--- config.mk ---
export PLATFORM = sky130hd
export DESIGN_NAME = bbox_overlay_flat
export DESIGN_NICKNAME = d
export VERILOG_FILES = /design/src/rtl/bbox_overlay_if.sv /design/src/rtl/bbox_overlay.sv /design/src/flat_wrapper.sv
export SDC_FILE = /design/constraint.sdc
export NUM_CORES = 1
export LEC_CHECK = 0
export ABC_AREA = 1
export BUFFER_PORTS_ARGS = -buffer_cell sky130_fd_sc_hd__buf_4
export CORE_MARGIN = 3
export CORE_UTILIZATION = 59
export CTS_CLUSTER_DIAMETER = 100
export DETAILED_ROUTE_END_ITERATION = 8
export GPL_TIMING_DRIVEN = 0
export PLACE_DENSITY = 0.81
export SLEW_MARGIN = 10
export SYNTH_ARGS = -nofsm -noshare
export SYNTH_HDL_FRONTEND = slang
export SYNTH_SLANG_ARGS = --single-unit
export TNS_END_PERCENT = 10
--- constraint.sdc ---
create_clock -name clk -period 4.3 [get_ports clk]
set_input_delay 0.43 -clock clk [delete_from_list [all_inputs] [get_ports clk]]
set_output_delay 0.43 -clock clk [all_outputs]
set_load 0.02 [all_outputs]
--- src/rtl/bbox_overlay_if.sv ---
// Pixel stream bundle for bbox_overlay: the incoming camera stream and the
// one-cycle-delayed, overlaid outgoing stream.
interface bbox_overlay_if;
  logic        in_vsync;
  logic        in_href;
  logic        in_valid;
  logic [15:0] in_data;
  logic        out_vsync;
  logic        out_href;
  logic        out_valid;
  logic [15:0] out_data;

  modport master (
    output in_vsync, in_href, in_valid, in_data,
    input  out_vsync, out_href, out_valid, out_data
  );

  modport slave (
    input  in_vsync, in_href, in_valid, in_data,
    output out_vsync, out_href, out_valid, out_data
  );
endinterface

--- src/rtl/bbox_overlay.sv ---
// Draws a LINE_W-thick rectangular border in BOX_COLOR over an RGB565 pixel stream.
// Every output is its input delayed by exactly one clock; the box is re-latched per frame.
module bbox_overlay #(
  parameter logic [9:0]  IMG_HDISP = 10'd640,
  parameter logic [9:0]  IMG_VDISP = 10'd480,
  parameter int unsigned LINE_W    = 32'd2,
  parameter logic [15:0] BOX_COLOR = 16'hF800
) (
  input  logic          clk,
  input  logic          rst_n,
  bbox_overlay_if.slave vid,
  input  logic [9:0]    x_min,
  input  logic [9:0]    x_max,
  input  logic [9:0]    y_min,
  input  logic [9:0]    y_max,
  input  logic          box_en,
  output logic          box_drawn
);

  localparam logic [10:0] LW      = 11'(LINE_W);
  localparam logic [9:0]  CNT_MAX = 10'd1023;

  typedef enum logic {
    WAIT_FRAME = 1'b0,
    ACTIVE     = 1'b1
  } state_e;

  state_e      state_q, state_d;
  logic [9:0]  h_cnt_q, h_cnt_d;
  logic [9:0]  v_cnt_q, v_cnt_d;
  logic [9:0]  bx_min_q, bx_min_d, bx_max_q, bx_max_d;
  logic [9:0]  by_min_q, by_min_d, by_max_q, by_max_d;
  logic        box_vld_q, box_vld_d;
  logic        out_vsync_q, out_vsync_d;
  logic        out_href_q, out_href_d;
  logic        out_valid_q, out_valid_d;
  logic [15:0] out_data_q, out_data_d;
  logic        box_drawn_q, box_drawn_d;

  logic        vs_rise_s, href_fall_s, box_ok_s;
  logic        inside_s, edge_s, border_s;
  logic [9:0]  cur_v_s;
  logic [10:0] dx_lo_s, dx_hi_s, dy_lo_s, dy_hi_s;

  // Next-state logic: counters, frame-start box latch, border decision.
  always_comb begin
    // out_vsync_q/out_href_q double as the previous-cycle copies for edge detection
    vs_rise_s   = vid.in_vsync & ~out_vsync_q;
    href_fall_s = out_href_q & ~vid.in_href;
    box_ok_s    = (x_min <= x_max) && (y_min <= y_max) &&
                  (x_max < IMG_HDISP) && (y_max < IMG_VDISP) && box_en;

    if (!vid.in_href) begin
      h_cnt_d = 10'd0;
    end else if (vid.in_valid && (h_cnt_q != CNT_MAX)) begin
      h_cnt_d = h_cnt_q + 10'd1;
    end else begin
      h_cnt_d = h_cnt_q;
    end

    if (vs_rise_s) begin
      v_cnt_d = 10'd0;
    end else if (href_fall_s && (v_cnt_q != CNT_MAX)) begin
      v_cnt_d = v_cnt_q + 10'd1;
    end else begin
      v_cnt_d = v_cnt_q;
    end

    if (vs_rise_s) begin
      bx_min_d  = x_min;
      bx_max_d  = x_max;
      by_min_d  = y_min;
      by_max_d  = y_max;
      box_vld_d = box_ok_s;
      state_d   = ACTIVE;
    end else begin
      bx_min_d  = bx_min_q;
      bx_max_d  = bx_max_q;
      by_min_d  = by_min_q;
      by_max_d  = by_max_q;
      box_vld_d = box_vld_q;
      state_d   = state_q;
    end

    // A pixel coinciding with frame start sits on line 0 and sees the new box
    cur_v_s = vs_rise_s ? 10'd0 : v_cnt_q;

    dx_lo_s = {1'b0, h_cnt_q}  - {1'b0, bx_min_d};
    dx_hi_s = {1'b0, bx_max_d} - {1'b0, h_cnt_q};
    dy_lo_s = {1'b0, cur_v_s}  - {1'b0, by_min_d};
    dy_hi_s = {1'b0, by_max_d} - {1'b0, cur_v_s};

    inside_s = (h_cnt_q >= bx_min_d) && (h_cnt_q <= bx_max_d) &&
               (cur_v_s >= by_min_d) && (cur_v_s <= by_max_d) &&
               (h_cnt_q < IMG_HDISP) && (cur_v_s < IMG_VDISP);
    edge_s   = (dx_lo_s < LW) || (dx_hi_s < LW) || (dy_lo_s < LW) || (dy_hi_s < LW);
    border_s = (state_d == ACTIVE) && box_vld_d && inside_s && edge_s;

    if (vid.in_valid && border_s) begin
      out_data_d = BOX_COLOR;
    end else begin
      out_data_d = vid.in_data;
    end

    out_vsync_d = vid.in_vsync;
    out_href_d  = vid.in_href;
    out_valid_d = vid.in_valid;
    box_drawn_d = (state_d == ACTIVE) && box_vld_d;
  end

  // State, counters, shadow box and registered outputs.
  always_ff @(posedge clk or negedge rst_n) begin
    if (!rst_n) begin
      state_q     <= WAIT_FRAME;
      h_cnt_q     <= 10'd0;
      v_cnt_q     <= 10'd0;
      bx_min_q    <= 10'd0;
      bx_max_q    <= 10'd0;
      by_min_q    <= 10'd0;
      by_max_q    <= 10'd0;
      box_vld_q   <= 1'b0;
      out_vsync_q <= 1'b0;
      out_href_q  <= 1'b0;
      out_valid_q <= 1'b0;
      out_data_q  <= 16'd0;
      box_drawn_q <= 1'b0;
    end else begin
      state_q     <= state_d;
      h_cnt_q     <= h_cnt_d;
      v_cnt_q     <= v_cnt_d;
      bx_min_q    <= bx_min_d;
      bx_max_q    <= bx_max_d;
      by_min_q    <= by_min_d;
      by_max_q    <= by_max_d;
      box_vld_q   <= box_vld_d;
      out_vsync_q <= out_vsync_d;
      out_href_q  <= out_href_d;
      out_valid_q <= out_valid_d;
      out_data_q  <= out_data_d;
      box_drawn_q <= box_drawn_d;
    end
  end

  assign vid.out_vsync = out_vsync_q;
  assign vid.out_href  = out_href_q;
  assign vid.out_valid = out_valid_q;
  assign vid.out_data  = out_data_q;
  assign box_drawn     = box_drawn_q;

endmodule

--- src/flat_wrapper.sv ---
// flat-port wrapper written by rule: the top's interface ports become plain ports
module bbox_overlay_flat 
#(
  parameter logic [9:0]  IMG_HDISP = 10'd640,
  parameter logic [9:0]  IMG_VDISP = 10'd480,
  parameter int unsigned LINE_W    = 32'd2,
  parameter logic [15:0] BOX_COLOR = 16'hF800
)
  (clk, rst_n, x_min, x_max, y_min, y_max, box_en, box_drawn, vid_in_vsync, vid_in_href, vid_in_valid, vid_in_data, vid_out_vsync, vid_out_href, vid_out_valid, vid_out_data);
  bbox_overlay_if vid_i ();
  input  logic clk;
  input  logic rst_n;
  input  logic [9:0] x_min;
  input  logic [9:0] x_max;
  input  logic [9:0] y_min;
  input  logic [9:0] y_max;
  input  logic box_en;
  output logic box_drawn;
  input wire logic [$bits(vid_i.in_vsync)-1:0] vid_in_vsync;
  input wire logic [$bits(vid_i.in_href)-1:0] vid_in_href;
  input wire logic [$bits(vid_i.in_valid)-1:0] vid_in_valid;
  input wire logic [$bits(vid_i.in_data)-1:0] vid_in_data;
  output wire logic [$bits(vid_i.out_vsync)-1:0] vid_out_vsync;
  output wire logic [$bits(vid_i.out_href)-1:0] vid_out_href;
  output wire logic [$bits(vid_i.out_valid)-1:0] vid_out_valid;
  output wire logic [$bits(vid_i.out_data)-1:0] vid_out_data;
  assign vid_i.in_vsync = vid_in_vsync;
  assign vid_i.in_href = vid_in_href;
  assign vid_i.in_valid = vid_in_valid;
  assign vid_i.in_data = vid_in_data;
  assign vid_out_vsync = vid_i.out_vsync;
  assign vid_out_href = vid_i.out_href;
  assign vid_out_valid = vid_i.out_valid;
  assign vid_out_data = vid_i.out_data;
  bbox_overlay #(.IMG_HDISP(IMG_HDISP), .IMG_VDISP(IMG_VDISP), .LINE_W(LINE_W), .BOX_COLOR(BOX_COLOR)) u_core (.clk(clk), .rst_n(rst_n), .vid(vid_i), .x_min(x_min), .x_max(x_max), .y_min(y_min), .y_max(y_max), .box_en(box_en), .box_drawn(box_drawn));
endmodule
==> summary.txt, run 1 <==
Power and ir drop
  • Max IR drop VDD: 167 uV
  • Leakage: between 3 and 4 nW
  • Pwr per Cell Area: roughly 320 nW/um^2

Routing
  • DRT Wirelength: around 16000 microns
  • DR WL/cell: between 15 and 20 microns
  • Vias: slightly below 6000
  • TritonRoute pass-1 iters: 5
  • Vias per cell: approximately 5.4
  • Initial DRC Count: roughly 430
  • # DRC: 0
  • Post-route ant nets: 0

GRT
  • Vias in the first global route: ~5700
  • Largest net degree at the start of global routing: 83
  • Overflow after GRT: 0
  • Global-route wire length before repair: between 20000 and 30000 microns
  • Total global-route track usage: 29.0%
  • Antenna violations before repair: 0

Yosys
  • Ranking of synthesized cells by area: dfrtp_1 (34%), ha_1 (12%), nand2_1 (11%), inv_1 (11%), o21ai_0 (4.9%)
  • Most used DFF post-synth: dfrtp_1
  • Syn Area/Cell: between 7 and 8 sq um
  • Post-synth EDFFs: 0
  • Library cells used by synthesis: 39
  • Async S/R FF share, synth: between 90% and 100%
  • Mapped Nets: between 900 and 1000
  • Post-synthesis sequential area ratio: between 30% and 40%
  • Synth warn: 0
  • Yosys top cell by area: dfrtp_1
  • Seq cells post-synth: between 80 and 90
  • Yosys top cell area share: approximately a third
  • Synth Instances: between 800 and 900
  • Post-Synthesis Cell Area: just over 6000 sq um

Timing
  • Max Slew Vio Count: 0
  • Crit path time final: 3.98 ns
  • Layout Skew: a little over 0.008 ns
  • Final Hold Fails: 0
  • Worst-Margin Slew: roughly 1.1 ns
  • Setup violators final: 0
  • F_max: 251 MHz
  • Max-slew headroom: ~29%
  • Tcrit/Tclk final: approximately 93%

Final layout
  • Final Net Count: 1071
  • Commonest non-fill, non-tap cell in the layout: nand2_1
  • Fin util: 72.3%
  • Fillers: around 800
  • Area Overhead vs Synth: 17.1%
  • N_diodes: 0
  • Commonest cells after routing, fill and taps aside: nand2_1 (185), inv_1 (172), dfrtp_1 (82)
  • Fin cells: 1083
  • Seq. cell area: 2050 sq um
  • Share of cells above drive strength 1: around 15%
  • Area of the multi-input gates: between 3000 and 4000 sq um

Setup path
  • Max incr delay on CP: around 0.55 ns
  • Critical path arrival: ~4.2 ns
  • Critical Path End Type: flop
  • Crit path required time: approximately 4.6 ns
  • Crit path max fanout: 10
  • CP max stage cell: clkbuf_1
  • Critical path launch point type: flop
  • Critical Path, Cell by Cell: inv_1 > nand2_2 > buf_6 > clkbuf_1 > clkbuf_1 > nand2_1 > o21ai_0 > ha_1 > inv_1 > fa_1 > inv_1 > nand3_1 > nand2_1 > nand2_1 > nor2_1 > nand3_1 > nor3_1 > nand3_1 > nand2_2 > buf_6 > a21oi_1
  • Setup CP Type: reg -> reg

Outcome
  • Status: finished, final reports clean

CTS
  • H-Tree Level Count: 3
  • TritonCTS Buffers: 9
  • Worst-skew pair later-pin latency: 0.36 ns
  • Cts repair resizes: 0
  • Cts hold-fix bufs: 0
  • CTS sink count: just over 80
  • Post-CTS setup buffers: 0
  • Clock Path Buffers: 2
  • CTS tree: yes
  • Clock slew at reported path FFs: 0.09 ns
  • Root Driver: clkbuf_8

Place
  • Routability cong.: 0.939
  • PortBufs: between 80 and 90
  • Placed Cells: roughly 1100
  • Post-DP HPWL: approximately 13000 microns

Floorplan
  • Starting Density: 61.7%
  • Core area: a little under 10000 sq um
  • Die Y: about 110 microns
  • I/O Pins: about 80
  • Std cell rows: 36
  • Die area: 11600 sq um
  • Die span in x: between 100 and 150 microns

Flow run
  • Max Cap Viol: 0

Worst hold path
  • HP Class: in -> reg
[state kept, by name, summed over array words and instances (netlist names), 10 cells and up]
signal / flops
u_core.bx_max_q: 10
u_core.bx_min_q: 10
u_core.by_max_q: 10
u_core.by_min_q: 10
u_core.h_cnt_q: 10
u_core.v_cnt_q: 10
u_core.vid.out_data: 16
[final cells by class]
type / count / area share (%)
repair buffers: 81 / 8.49
inverters: 173 / 9.07
multi-input cells: 585 / 46.6
well taps: 133 / 2.32
clock buffers: 11 / 1.97
flip-flops and latches: 82 / 28.7
clock inverters: 5 / 1.75
plain buffers: 13 / 1.14
[cell usage after synthesis (2+ instances only)]
| cell | instances |
|---|---|
| o21ai_0 | 60 |
| nand4_1 | 13 |
| ha_1 | 60 |
| a211oi_1 | 3 |
| nand3_1 | 56 |
| nand2_1 | 185 |
| nand2_2 | 9 |
| o21bai_1 | 2 |
| buf_6 | 4 |
| a21o_1 | 2 |
| xnor2_1 | 3 |
| o211ai_1 | 5 |
| nor2_1 | 56 |
| clkbuf_1 | 9 |
| o21a_1 | 5 |
| a21oi_1 | 54 |
| or2_2 | 19 |
| a21oi_2 | 3 |
| inv_1 | 172 |
| nand3b_1 | 3 |
| nor3_1 | 18 |
| nand3_2 | 3 |
| a31oi_1 | 4 |
| a21boi_1 | 2 |
| dfrtp_1 | 82 |
| xor2_1 | 5 |
| fa_1 | 4 |
[metal layers]
layer	wire length [microns]	GRT usage, %	vias to the layer above
met4	508	11.1	0
met2	8020	49.2	177
met1	6930	37.0	2763
met3	847	4.74	40
met5	0	0	-
li1	-	-	2915
[critical path: cells and delay by family, from the launching register on]
family	cells	cell delay, ns
buffers and inverters	7	1.52
AND/OR/NAND/NOR	10	1.12
adder cells (fa/ha/maj)	2	0.60
flip-flops	1	0.35
AO/OA/AOI/OAI	2	0.27
[through the flow]
stage	TNS (ns)	cell area [sq um]	total power, mW	worst slack, ns	hold slack, ns
after floorplan	0	6120	1.36	0.996	0.134
after detailed placement	0	6890	1.57	0.175	0.461
after global placement	0	6890	1.54	0.260	0.448
final	0	7160	2.32	0.317	0.206
after global routing	-0.00169	7160	2.45	-0.00169	0.197
after CTS	0	7160	2.31	0.304	0.194
[logic make-up (layout without fill, tap and decap cells)]
group | count (synthesis) | in the layout | synth area share, %
and+or+nand+nor | 367 | 367 | 26.6
buffers and inverters | 186 | 283 | 11.9
AOI/OAI and AO/OA | 146 | 146 | 13.3
DFF | 82 | 82 | 33.5
adders and majority gates | 64 | 64 | 13.6
xor gates and xnor gates | 8 | 8 | 1.15
[path summary, 6_finish.rpt]
kind,slack (ns),cells after the start,startpoint,endpoint
setup / recovery,0.32,21,u_core.vid.out_vsync,u_core.vid.out_data[7]
hold / removal,0.21,1,vid_in_vsync,u_core.vid.out_vsync
setup reg to reg,0.32,21,u_core.vid.out_vsync,u_core.vid.out_data[7]
hold reg to reg,0.48,1,u_core.state_q,u_core.state_q
max in group asynchronous,3.36,1,rst_n,u_core.vid.out_data[2]
min in group asynchronous,0.23,1,rst_n,u_core.by_min_q[3]
[power breakdown]
| group | internal (mW) | leakage [nW] | total, mW | switching [mW] |
|---|---|---|---|---|
| Combinational | 0.275 | 2.79 | 0.712 | 0.437 |
| Clock | 0.460 | 0.134 | 0.755 | 0.295 |
| Sequential | 0.832 | 1.01 | 0.854 | 0.0215 |
No activity file was read; power rests on OpenSTA's default activity.
==> run 2: changes to the inputs <==
--- a/config.mk
+++ b/config.mk
@@ -7,6 +7,7 @@
 export LEC_CHECK = 0
 export ABC_AREA = 1
 export BUFFER_PORTS_ARGS = -buffer_cell sky130_fd_sc_hd__buf_4
+export CORE_ASPECT_RATIO = 2
 export CORE_MARGIN = 3
 export CORE_UTILIZATION = 59
 export CTS_CLUSTER_DIAMETER = 100
==> run 2 against run 1 <==
Hold slack better by 0.026 ns. Combinational power hardly changed. Critical endpoint is now u_core.vid.out_data[6]. Power is 0.86% higher. Largest cell class unchanged. Via count is 0.29% lower. Die area is 0.63% higher. Sequential cell count stayed put. Fmax is 0.68% higher. Non-clock buffer count stayed put. Critical path depth is 1 higher. Core utilization is 1.4 points lower. Sequential power hardly changed.
==> summary.txt, run 2 (same netlist as run 1, synthesis figures left out) <==
Outcome
  • Status: finished, final reports clean

Routing
  • TritonRoute pass-1 iters: 5 (unchanged)
  • Post-route ant nets: 0 (unchanged)
  • Vias per cell: 5.42 (-0.38%)
  • DRT Wirelength: 16700 microns (+2.2%)
  • Vias: 5878 (-0.29%)
  • DR WL/cell: 15.4 microns (+2.1%)
  • # DRC: 0 (unchanged)
  • Initial DRC Count: 432 (unchanged)

Timing
  • Final worst slack: 0.344 ns (+0.0267 ns)
  • Crit path time final: 3.96 ns (-0.0267 ns)
  • Setup violators final: 0 (unchanged)
  • Final setup TNS: 0 ns (unchanged)
  • Layout Skew: 0.00730 ns (-0.000756 ns)
  • RSZ-0062 raised after global routing: no
  • Max Slew Vio Count: 0 (unchanged)
  • F_max: 253 MHz (+0.68%)
  • Worst-Margin Slew: 1.04 ns (-0.0258 ns)
  • Max-slew headroom: 30.5% (+1.7 points)
  • Final Hold Fails: 0 (unchanged)
  • Tcrit/Tclk final: 92.0% (-0.62 points)

Final layout
  • Fillers: 900 (+9.4%)
  • Fin cells: 1084 (+0.092%)
  • Share of cells above drive strength 1: 14.9% (+0.016 points)
  • Final Net Count: 1071 (unchanged)
  • N_diodes: 0 (unchanged)
  • Max FFs per register: 16 (unchanged)
  • Commonest non-fill, non-tap cell in the layout: nand2_1
  • Fin util: 70.8% (-1.4 points)
  • Area Overhead vs Synth: 17.5%
  • Commonest cells after routing, fill and taps aside: nand2_1 (185), inv_1 (172), dfrtp_1 (82)

Power and ir drop
  • Pwr per Cell Area: 326 nW/um^2 (+0.44%)
  • Power share of the clock group: 33.1% (+0.6 points)
  • Power Total: 2.34 mW (+0.86%)
  • Seq pwr share: 36.5% (-0.3 points)
  • Comb power frac: 30.4% (-0.3 points)
  • P_sw: 772 uW (+2.4%)
  • Max IR drop VDD: 283 uV (+70%)
  • Int Pwr: 1.57 mW (+0.12%)
  • Leakage: 3.94 nW (+0.17%)
  • Switching Fraction: 33.0% (+0.50 points)

GRT
  • Vias in the first global route: 5927 (+3.4%)
  • Global-route wire length before repair: 26900 microns (+1.5%)
  • Total global-route track usage: 29.8% (+0.86 points)
  • Antenna violations before repair: 0 (unchanged)
  • Overflow after GRT: 0 (unchanged)
  • Largest net degree at the start of global routing: 83 (unchanged)

CTS
  • Cts hold-fix bufs: 0 (unchanged)
  • H-Tree Level Count: 3 (unchanged)
  • Post-CTS setup buffers: 0 (unchanged)
  • Worst-skew pair later-pin latency: 0.34 ns (-0.02 ns)
  • CTS sink count: 82 (unchanged)
  • CTS tree: yes
  • Clock slew at reported path FFs: 0.06 ns (-0.03 ns)
  • Clock Path Buffers: 2 (unchanged)
  • TritonCTS Buffers: 9 (unchanged)
  • Root Driver: clkbuf_16

Setup path
  • Crit path required time: 4.53 ns (-0.02 ns)
  • Critical path arrival: 4.18 ns (-0.05 ns)
  • Critical path launch point type: flop
  • Crit path max fanout: 10 (unchanged)
  • Setup CP Type: reg -> reg
  • Critical Path End Type: flop

Place
  • PortBufs: 81 (unchanged)
  • Placed Cells: 1069 (+0.19%)
  • Post-DP HPWL: 13400 microns (+2.5%)
  • Routability cong.: 0.943 (+0.46%)
  • Post-placement setup slack: 0.165 ns (-0.0103 ns)

Floorplan
  • Starting Density: 60.3% (-1.5 points)
  • Die area: 11700 sq um (+0.63%)
  • Die span in x: 78 microns (-28%)
  • I/O Pins: 82 (unchanged)
  • Std cell rows: 52 (+44%)
  • Core area: 10100 sq um (+2.4%)
  • Die Y: 150 microns (+39%)

Worst hold path
  • HP Class: in -> reg

Flow run
  • Max Cap Viol: 0 (unchanged)
==> run 2: critical path: stages, from the launching register on <==
cell and delay, ns:
dfrtp_1 0.36, inv_1 0.09, nand2_2 0.08, buf_6 0.16, clkbuf_1 0.39, clkbuf_2 0.34, nand2_1 0.07, o21ai_0 0.18
ha_1 0.22, inv_1 0.06, fa_1 0.40, or2_2 0.30, a21oi_1 0.18, nand3_1 0.11, nor2_1 0.11, nand3_1 0.09
nor2_1 0.12, nand2_1 0.08, nor2_1 0.12, nor2_1 0.07, nand2_2 0.09, buf_6 0.14, a21oi_1 0.08
==> run 2: timing repair <==
item | CTS | global route
endpoints found under the hold margin | 0 | 0
gates resized for setup | 0 | 4
setup endpoints to repair | 0 | 15
==> run 2: worst paths after layout <==
check	slack (ns)	from	endpoint	depth (start not counted)
setup / recovery	0.34	u_core.vid.out_vsync	u_core.vid.out_data[6]	22
hold / removal	0.23	vid_in_valid	u_core.vid.out_valid	1
setup reg to reg	0.34	u_core.vid.out_vsync	u_core.vid.out_data[6]	22
hold reg to reg	0.49	u_core.v_cnt_q[5]	u_core.v_cnt_q[5]	1
max in group asynchronous	3.36	rst_n	u_core.vid.out_vsync	1
min in group asynchronous	0.25	rst_n	u_core.by_max_q[5]	1
==> run 2: cell type report <==
type	count	area [sq um]	share of cell area [%]
inverter	173	649	9.03
clock inverter	5	55.1	0.766
clock buffer	10	239	3.32
multi-input combinational	585	3340	46.4
timing repair buffer	81	608	8.46
sequential	82	2050	28.5
tap	135	169	2.35
buffer	13	81.3	1.13
==> run 2: through the flow <==
| step | hold slack, ns | instance area [sq um] |
|---|---|---|
| after detailed placement | 0.470 | 6890 |
| after global routing | 0.230 | 7190 |
| after global placement | 0.447 | 6890 |
| final | 0.232 | 7190 |
| after CTS | 0.225 | 7190 |
| after floorplan | 0.134 | 6120 |
==> run 2: routing by layer <==
layer | GRT usage, % | vias up | part of all wire (%)
li1 | - | 2922 | -
met4 | 19.7 | 0 | 5.8
met1 | 28.3 | 2719 | 34
met3 | 3.49 | 58 | 3.7
met2 | 58.0 | 179 | 57
met5 | 0 | - | 0
==> run 2: power by group through the flow <==
stage | clock network, mW | logic (mW) | registers (mW)
2_1_floorplan | 0 | 0.480 | 0.875
6_report | 0.776 | 0.711 | 0.854
4_1_cts | 0.777 | 0.708 | 0.854
5_1_grt | 0.816 | 0.808 | 0.860
3_3_place_gp | 0 | 0.690 | 0.866
3_5_place_dp | 0 | 0.703 | 0.868
==> run 3: changes to the inputs <==
--- a/config.mk
+++ b/config.mk
@@ -12,7 +12,6 @@
 export CORE_UTILIZATION = 59
 export CTS_CLUSTER_DIAMETER = 100
 export DETAILED_ROUTE_END_ITERATION = 8
-export GPL_TIMING_DRIVEN = 0
 export PLACE_DENSITY = 0.81
 export SLEW_MARGIN = 10
 export SYNTH_ARGS = -nofsm -noshare
==> run 3 against run 2 <==
Combinational power about the same. Cell area about the same. Cell count shrank 0.55%. Hold slack worse by 0.0017 ns. Clock skew is 0.0011 ns higher. Power increased by 4.3%. Die area is the same. Largest power group is now clock.
==> summary.txt, run 3 (same netlist as run 1, synthesis figures left out) <==
Outcome
  • Status: finished, final reports clean

Routing
  • TritonRoute pass-1 iters: 7 (+2)
  • # DRC: 0 (unchanged)
  • Post-route ant nets: 0 (unchanged)
  • Initial DRC Count: 379 (-12%)
  • Vias per cell: 5.41 (-0.23%)
  • Vias: 5832 (-0.78%)
  • DR WL/cell: 15.3 microns (-0.14%)
  • DRT Wirelength: 16500 microns (-0.69%)

Setup path
  • Setup crit end: u_core.vid.out_data[12]
  • Crit path max fanout: 45 (+35)
  • Setup CP Type: reg -> reg
  • CP max stage cell: fa_1
  • Reg-to-Reg Start: u_core.vid.out_vsync
  • Max incr delay on CP: 0.41 ns (about the same)
  • CP Launch Point: u_core.vid.out_vsync
  • Critical path arrival: 3.94 ns (-0.24 ns)
  • Setup slack, reg-to-reg: 0.63 ns (+0.29 ns)
  • Critical Path, Cell by Cell: inv_1 > nand2_2 > buf_4 > o21ai_0 > ha_1 > inv_1 > fa_1 > or2_2 > a21oi_1 > nand3_1 > nor2_1 > nand3_1 > nor2_1 > nand2_1 > nor2_1 > nor2_1 > nand2_2 > nand2_1 > nand2_1
  • Critical Path End Type: flop
  • CP most frequent cell: nor2_1
  • WP depth: 19 (-14%)
  • R2r endpoint: u_core.vid.out_data[12]
  • Crit path max-delay family: simple AND/OR/NAND/NOR gates
  • Crit path required time: 4.58 ns (+0.05 ns)
  • WP buf/inv: 3 (-3)
  • R2R depth: 19 (-14%)
  • Critical path launch point type: flop

Floorplan
  • Starting Density: 60.3% (unchanged)
  • Die area: 11700 sq um (unchanged)
  • Die Y: 150 microns (unchanged)
  • Die span in x: 78 microns (unchanged)
  • I/O Pins: 82 (unchanged)
  • Std cell rows: 52 (unchanged)
  • Core area: 10100 sq um (unchanged)

Timing
  • Setup violators final: 0 (unchanged)
  • F_max: 273 MHz (+7.9%)
  • Final worst slack: 0.633 ns (+0.289 ns)
  • Crit path time final: 3.67 ns (-0.289 ns)
  • Tcrit/Tclk final: 85.3% (-6.7 points)
  • Layout Skew: 0.00838 ns (+0.00108 ns)
  • RSZ-0062 raised after global routing: no
  • Max-slew headroom: 30.2% (-0.29 points)
  • Final setup TNS: 0 ns (unchanged)
  • Worst-Margin Slew: 1.05 ns (+0.00434 ns)
  • Final Hold Fails: 0 (unchanged)
  • Max Slew Vio Count: 0 (unchanged)

Place
  • Post-DP Area: 6860 sq um (-0.49%)
  • Post-DP HPWL: 13400 microns (-0.19%)
  • Routability cong.: 0.981 (+4.0%)
  • PortBufs: 81 (unchanged)
  • Post-placement setup slack: 0.539 ns (+0.375 ns)

Final layout
  • Final Net Count: 1064 (-0.65%)
  • Commonest non-fill, non-tap cell in the layout: nand2_1
  • Max FFs per register: 16 (unchanged)
  • Fin util: 70.9% (about the same)
  • N_diodes: 0 (unchanged)
  • Seq. cell area: 2050 sq um (unchanged)
  • Commonest cells after routing, fill and taps aside: nand2_1 (185), inv_1 (172), buf_4 (87)
  • Post-route design area: 7200 sq um (about the same)
  • Area Overhead vs Synth: 17.6% (about the same)
  • Fillers: 886 (-1.6%)
  • Area of the multi-input gates: 3340 sq um (unchanged)
  • Share of cells above drive strength 1: 14.8% (about the same)

CTS
  • Worst-skew pair later-pin latency: 0.34 ns (about the same)
  • CTS tree: yes
  • Clock Path Buffers: 2 (unchanged)
  • CTS sink count: 82 (unchanged)
  • Root Driver: clkbuf_16
  • H-Tree Level Count: 3 (unchanged)
  • Clock slew at reported path FFs: 0.06 ns (about the same)
  • Post-CTS setup buffers: 0 (unchanged)
  • Cts hold-fix bufs: 0 (unchanged)
  • Cts repair resizes: 0 (unchanged)
  • TritonCTS Buffers: 9 (unchanged)

Power and ir drop
  • Leakage: 3.95 nW (+0.22%)
  • Max IR drop VDD: 218 uV (-23%)
  • Pwr per Cell Area: 339 nW/um^2 (+4.2%)

GRT
  • Total global-route track usage: 28.7% (-1.1 points)
  • Antenna violations before repair: 0 (unchanged)
  • Overflow after GRT: 0 (unchanged)
  • Global-route wire length before repair: 26000 microns (-3.4%)
  • Vias in the first global route: 5754 (-2.9%)
  • Largest net degree at the start of global routing: 83 (unchanged)

Worst hold path
  • Hold Startpoint: vid_in_vsync
  • HP Class: in -> reg

Flow run
  • Max Cap Viol: 0 (unchanged)
-- run 3: how the worst min path moves through the flow --
stage | end | slack (ns) | cells past startpoint
after floorplan | u_core.box_drawn | 0.13 | 0
after global placement | u_core.state_q | 0.46 | 1
after detailed placement | u_core.state_q | 0.46 | 1
after CTS | u_core.vid.out_vsync | 0.22 | 1
after global routing | u_core.vid.out_vsync | 0.23 | 1
final | u_core.vid.out_vsync | 0.23 | 1
-- run 3: worst reg2reg max path, cell delays in order, from the launching register on --
cell	delay [ns]
dfrtp_1	0.38
inv_1	0.11
nand2_2	0.20
buf_4	0.33
o21ai_0	0.30
ha_1	0.20
inv_1	0.07
fa_1	0.41
or2_2	0.31
a21oi_1	0.14
nand3_1	0.10
nor2_1	0.11
nand3_1	0.10
nor2_1	0.10
nand2_1	0.07
nor2_1	0.12
nor2_1	0.07
nand2_2	0.21
nand2_1	0.19
nand2_1	0.10
-- run 3: report_power, final --
group	internal [mW]	switching (mW)	total [mW]	leakage, nW
clock	0.567	0.307	0.874	0.160
sequential	0.834	0.0221	0.856	1.01
combinational	0.274	0.438	0.712	2.78
total	1.67	0.767	2.44	3.95
-- run 3: metal layers --
layer,global-route usage [%],routed length [microns],vias to the layer above
met3,4.34,542,56
li1,-,-,2905
met4,17.1,988,0
met2,57.1,9360,171
met1,26.3,5650,2700
met5,0,0,-
-- run 3: metrics by stage --
step / power, mW / std cells / hold WS, ns
2_1_floorplan: 1.36 / 853 / 0.134
3_3_place_gp: 1.56 / 1062 / 0.458
3_5_place_dp: 1.57 / 1062 / 0.461
4_1_cts: 2.45 / 1078 / 0.224
5_1_grt: 2.57 / 1078 / 0.229
6_report: 2.44 / 1078 / 0.230
-- run 3: final cells by class --
| cell class | count | share of cell area [%] |
|---|---|---|
| clock buffers | 11 | 3.23 |
| clock inverters | 5 | 1.43 |
| inverters | 173 | 9.02 |
| multi-input cells | 585 | 46.4 |
| flip-flops and latches | 82 | 28.5 |
| well taps | 135 | 2.35 |
| repair buffers | 87 | 9.08 |
